## src/rtl/sdp_pipe_unit.sv

```systemverilog
// sdp_pipe_unit: three-stage pipelined 8-bit datapath with valid/ready handshakes.
//   t = ctl_a ? a + b : a - b;  r = ctl_b ? (t * c) : (t ^ c), all modulo 2^WIDTH.
//   Stage 1 holds t/c/ctl_b, stage 2 holds r, stage 3 is the output register.
//   The whole pipe advances together; bubbles are not collapsed.
// Optional build macro: SDP_PIPE_STATS_EN enables the accepted/emitted counters.
//   Without it, o_acc_cnt and o_emit_cnt are tied to zero and no counters exist.

module sdp_pipe_unit #(
    parameter int unsigned WIDTH = 8,
    parameter int unsigned CNT_W = 16
) (
    input  logic             clk,
    input  logic             reset,
    input  logic             i_in_valid,
    output logic             o_in_ready,
    input  logic             i_ctl_a,
    input  logic             i_ctl_b,
    input  logic [WIDTH-1:0] i_a,
    input  logic [WIDTH-1:0] i_b,
    input  logic [WIDTH-1:0] i_c,
    output logic             o_out_valid,
    input  logic             i_out_ready,
    output logic [WIDTH-1:0] o_out_data,
    output logic [CNT_W-1:0] o_acc_cnt,
    output logic [CNT_W-1:0] o_emit_cnt
);

    // Stage 1
    logic             r_v1;
    logic [WIDTH-1:0] r_t;
    logic [WIDTH-1:0] r_c1;
    logic             r_ctl_b1;
    // Stage 2
    logic             r_v2;
    logic [WIDTH-1:0] r_r;
    // Stage 3 (output register)
    logic             r_v3;
    logic [WIDTH-1:0] r_out;

    logic             w_adv;
    logic [WIDTH-1:0] w_t;
    logic [WIDTH-1:0] w_mul;
    logic [WIDTH-1:0] w_r;

    // Global advance: the pipe moves whenever the output slot is empty or being drained.
    always_comb begin
        w_adv = !r_v3 || i_out_ready;
    end

    // Stage-1 combinational op: add or subtract, wrapping at WIDTH bits.
    always_comb begin
        w_t = i_ctl_a ? (i_a + i_b) : (i_a - i_b);
    end

    // Stage-2 combinational op: low half of the product, or XOR.
    always_comb begin
        w_mul = r_t * r_c1;
        w_r   = r_ctl_b1 ? w_mul : (r_t ^ r_c1);
    end

    // Pipeline registers: reset clears everything, otherwise all stages shift together on adv.
    always_ff @(posedge clk) begin
        if (reset) begin
            r_v1     <= 1'b0;
            r_t      <= '0;
            r_c1     <= '0;
            r_ctl_b1 <= 1'b0;
            r_v2     <= 1'b0;
            r_r      <= '0;
            r_v3     <= 1'b0;
            r_out    <= '0;
        end else if (w_adv) begin
            r_v1     <= i_in_valid;
            r_t      <= w_t;
            r_c1     <= i_c;
            r_ctl_b1 <= i_ctl_b;
            r_v2     <= r_v1;
            r_r      <= w_r;
            r_v3     <= r_v2;
            r_out    <= r_r;
        end
    end

    // Handshake and result outputs.
    always_comb begin
        o_in_ready  = w_adv;
        o_out_valid = r_v3;
        o_out_data  = r_out;
    end

`ifdef SDP_PIPE_STATS_EN
    logic [CNT_W-1:0] r_acc_cnt;
    logic [CNT_W-1:0] r_emit_cnt;
    logic             w_accept;
    logic             w_emit;

    // Handshake events seen by the statistics counters.
    always_comb begin
        w_accept = i_in_valid && w_adv;
        w_emit   = r_v3 && i_out_ready;
    end

    // Free-running wrap-around counters of accepted and emitted transactions.
    always_ff @(posedge clk) begin
        if (reset) begin
            r_acc_cnt  <= '0;
            r_emit_cnt <= '0;
        end else begin
            if (w_accept) r_acc_cnt <= r_acc_cnt + 1'b1;
            if (w_emit)   r_emit_cnt <= r_emit_cnt + 1'b1;
        end
    end

    // Counter outputs.
    always_comb begin
        o_acc_cnt  = r_acc_cnt;
        o_emit_cnt = r_emit_cnt;
    end
`else
    // Statistics disabled: counters read as constant zero.
    always_comb begin
        o_acc_cnt  = '0;
        o_emit_cnt = '0;
    end
`endif

endmodule

```

## config.mk

```make
export PLATFORM = sky130hd
export DESIGN_NAME = sdp_pipe_unit
export DESIGN_NICKNAME = d
export VERILOG_FILES = /design/src/rtl/sdp_pipe_unit.sv
export SDC_FILE = /design/constraint.sdc
export NUM_CORES = 1
export LEC_CHECK = 0
export CAP_MARGIN = 20
export CORE_MARGIN = 5
export CORE_UTILIZATION = 50
export DETAILED_ROUTE_END_ITERATION = 10
export GPL_TIMING_DRIVEN = 0
export PLACE_DENSITY = 0.81
export SLEW_MARGIN = 10
export SYNTH_ARGS = -nofsm -noshare
export SYNTH_HDL_FRONTEND = slang
export SYNTH_SLANG_ARGS = --single-unit
export TNS_END_PERCENT = 100
```

## constraint.sdc

```tcl
create_clock -name clk -period 4.5 [get_ports clk]
set_input_delay 0.9 -clock clk [delete_from_list [all_inputs] [get_ports clk]]
set_output_delay 0.9 -clock clk [all_outputs]
set_load 0.1 [all_outputs]
```

[Word level (Yosys, flattened, before mapping)]
Index checks and enable logic that the tools add are counted.
Operators by class
  $add $sub $neg: 2
  multipliers: 1
  multiplexer cells: 2
  bitwise logic cells: 1
  reduce and logical (&&, ||, !) cells: 2
Operator list (number)
  8-bit 2-to-1 mux: 2
  8-bit adder: 1
  8-bit by 8-bit multiplier with 8-bit output: 1
  8-bit subtractor: 1
  8-bit bitwise XOR: 1
  1-bit zero test: 1
  1-bit logical OR: 1
Word-level totals
  register bits: 36
  bits of input ports: 30
  output and inout port bits: 42
  word-level logic and storage cells: 16

[Logic depth before layout (Yosys ltp)]
  word-level depth: 2
  depth in mapped cells: 15
  depth with buffers taken out: 15

[Worst setup path after synthesis]
OpenSTA, ideal clock, no wires.
  path kind: register to register
  from: register r_t[1]
  to: register r_r[7]
  library setup time: 0.121 ns
  arrival time: 3.774 ns
  required time: 4.379 ns
  setup slack: 0.605 ns
  stages on the path, launching flop included: 14
  buffers on the path: 0
  clock period less this slack: 3.895 ns
  path through: dfxtp_1 -> nand2_1 -> fa_1 -> fa_1 -> inv_1 -> fa_1 -> inv_1 -> fa_1 -> xor2_1 -> xnor3_1 -> xnor3_1 -> xnor3_1 -> a211oi_1 -> nor3_1
Between the ends
  word-level cells in the longest chain between the ends: 2
Ends and longest elaborated chain
  from (decl): RTL line 30  | logic [WIDTH-1:0] r_t;
  from (signal assigned): RTL line 74  | r_t <= w_t;
  8-bit by 8-bit multiplier with 8-bit output: RTL line 57  | w_mul = r_t * r_c1;
  8-bit 2-to-1 mux: RTL line 58  | w_r = r_ctl_b1 ? w_mul : (r_t ^ r_c1);
  to (signal assigned): RTL line 78  | r_r <= w_r;
  to (decl): RTL line 35  | logic [WIDTH-1:0] r_r;
No other way between the ends.
A chain may end at the register's enable or synchronous reset.

[Final worst setup path]
  from: input port i_out_ready
  to: output port o_in_ready
Between the ends
  word-level cells in the longest chain between the ends: 1
Ends and longest elaborated chain
  from (decl): RTL line 22  | input logic i_out_ready,
  1-bit logical OR: RTL line 47  | w_adv = !r_v3 || i_out_ready;
  to (decl): RTL line 15  | output logic o_in_ready,
No other way between the ends.

==> impl_results.md <==
* Row cnt at 28
* P_sw at 0.463 mW
* Crit path time final at around 4.3 ns
* CTS root buffer: clkbuf_8
* Placed cell area at 3530 um^2
* Routed len/inst at 12.5 um
* Area growth from synthesis to final layout at 23.9%
* Number of port buffers at 38
* Nets at 505
* Layout cells sized above 1 at roughly a tenth
* Internal power at slightly below 0.7 mW
* WL final at about 6.4 mm
* Number of global-route vias before repair at around 2,600
* Clock sinks at 36
* Final Max Slew Viols at 0
* Final setup vio count at 0
* Post-synthesis sequential area ratio at around a quarter
* Most area-consuming cells after synthesis: dfxtp_1 25%, ha_1 12%, fa_1 8.9%, nand2_1 8.6%, buf_4 8.4%
* Die W at between 80 and 90 um
* Initial DRC Count at ~110
* Clock Power Share at 24.9%
* Hpwl dp at approximately 5.1 mm
* Most frequent cells in the layout: 67 x nand2_1, 38 x clkdlybuf4s50_1, 36 x dfxtp_1
* Post-Syn Instances at 358
* Initial Util at between 50% and 60%
* Netlist cell types at 31
* Final ANT Viol Nets at 0
* Worst-skew pair later-pin latency at 0.29 ns
* DIE AREA at about 7500 um^2
* FF+latch count, synth at 36
* Core area at a little under 6000 um^2
* Gr ovfl total at 0
* Max VDD drop at 0.173 mV
* CTS Buf Count at 5
* Crit. End Element: output port
* Final hold violations at 0
* Drt drc at 0
* Pwr per Cell Area at 316 nW/um^2
* Critical path arrival at around 3.4 ns
* Post-route clock period utilization at between 90% and 100%
* Chip height at around 87 um
* CTS Buffer Depth at 2
* CP Class: input port to output port
* Post-CTS setup buffer count at 0
* Pre-Repair DR Iteration Count at 4
* Switching Fraction at a little over 40%
* GP Congestion at 0.818
* RSZ-0062 raised after global routing: false
* Critical path fanouts, max at 10
* Max-Cap Viols at 0
* Leading area contributor after synthesis: dfxtp_1
* Clock Skew at 0.00699 ns
* Sequential Power Share at between 30% and 40%
* Via density at between 4 and 5
* Combinational Power Share at approximately two fifths
* Setup ws final at about 0.20 ns
* Mapped Area at 2940 um^2
* Clock transition at path regs at 0.08 ns
* Lkg Pwr at roughly 1.8 nW
* Finished layout cell area at roughly 3600 um^2
* Hold Crit Class: register to register
* Gr usage total at about 18%
* CTS tree: done
* Syn avg cell area at 8.21 um^2
* Synth top area share at roughly a quarter
* Critical Path Start Type: input port
* Final TNS setup at 0 ns
* Place WS at 0.191 ns
* Routed via count at ~2,500
* Outcome: finished clean
* Rel. slew slack at 34.5%
* Initial antenna violation count at 0
* Async SR Flop Fraction at 0%
* EDFF count, synth at 0
* H-tree depth at 2
* Main synth FF type: dfxtp_1
* Worst-Margin Slew at 0.979 ns
* Resize count post-CTS at 0
* Most common cell after layout, fill and taps aside: nand2_1
* Cts hold-fix bufs at 0
* Antenna fix cells at 0
* # IOs at between 70 and 80
* Synth Warn # at 0
* Req. time, crit path at about 3.6 ns
* Global-route wire length before repair at 11.0 mm
* Largest net degree at the start of global routing at 13
* Peak Freq at approximately 230 MHz
==> registers in the layout (all words and copies together) (netlist names) <==
register	count
o_out_data	8
o_out_valid	1
r_c1	8
r_ctl_b1	1
r_r	8
r_t	8
r_v1	1
r_v2	1
==> metal layers <==
layer | track usage [%] | part of all wire (%) | up-vias
met4 | 9.21 | 1.8 | 0
met2 | 33.2 | 52 | 81
met5 | 0 | 0 | -
met1 | 20.0 | 40 | 1130
met3 | 4.09 | 6.6 | 10
li1 | - | - | 1238
==> synthesized netlist by cell type, types with 2 or more instances <==
library cell,n
o21ai_0,4
xor2_1,14
nor2_1,18
clkbuf_1,9
clkbuf_8,3
ha_1,28
a21oi_1,35
dfxtp_1,36
nor3_1,2
xnor2_1,12
fa_1,13
buf_4,33
a21o_1,5
mux2i_1,4
nand3b_1,2
and2_1,15
nand2_1,67
inv_1,34
a211oi_1,7
o21bai_1,2
o211ai_1,2
xnor3_1,3
nor4_1,2
==> area by class of cell <==
class,count,area [um^2]
Clock inverter,3,42.5
Clock buffer,5,68.8
Tap cell,75,93.8
Buffer,45,323
Sequential cell,36,721
Inverter,34,128
Timing Repair Buffer,38,380
Fill cell,551,2180
Multi-Input combinational cell,274,1880
==> final timing paths <==
| check | startpoint | end | slack [ns] | depth (start not counted) |
|---|---|---|---|---|
| worst min register to register | o_out_data[4] | o_out_data[4] | 0.45 | 2 |
| worst min-delay path | o_out_data[4] | o_out_data[4] | 0.45 | 2 |
| worst max register to register | r_t[1] | r_r[7] | 0.23 | 13 |
| worst max-delay path | i_out_ready | o_in_ready | 0.20 | 6 |
==> cell families after synthesis <==
kind of cell,after synthesis,synth area share [%]
adders and majority gates,41,20.8
and+or+nand+nor,110,16.2
buffers and inverters,79,15.3
DFF,36,24.5
muxes,5,1.75
xor gates and xnor gates,29,10.1
other,1,0.128
AOI/OAI and AO/OA,57,11.2
==> power groups by stage <==
stage	clock network, mW	logic [mW]	registers (mW)
floorplan	0	0.342	0.431
finish	0.286	0.472	0.393
global route	0.309	0.514	0.398
CTS	0.288	0.474	0.391
global placement	0	0.462	0.396
detailed placement	0	0.471	0.398
==> critical path: stages <==
cell and delay (ns):
clkdlybuf4s50_1 0.46, nor2b_1 0.04, clkbuf_1 0.15, inv_1 0.15, clkbuf_1 0.45, clkdlybuf4s50_1 1.24
==> through the flow <==
stage / hold WS, ns / cells / utilization, % / power (mW)
detailed placement: 0.444 / 502 / 60.7 / 0.869
finish: 0.451 / 510 / 62.6 / 1.15
global route: 0.463 / 510 / 62.6 / 1.22
CTS: 0.455 / 510 / 62.6 / 1.15
floorplan: 0.432 / 389 / - / 0.773
global placement: 0.439 / 502 / 60.7 / 0.859
(Power assumes the default switching activity.)
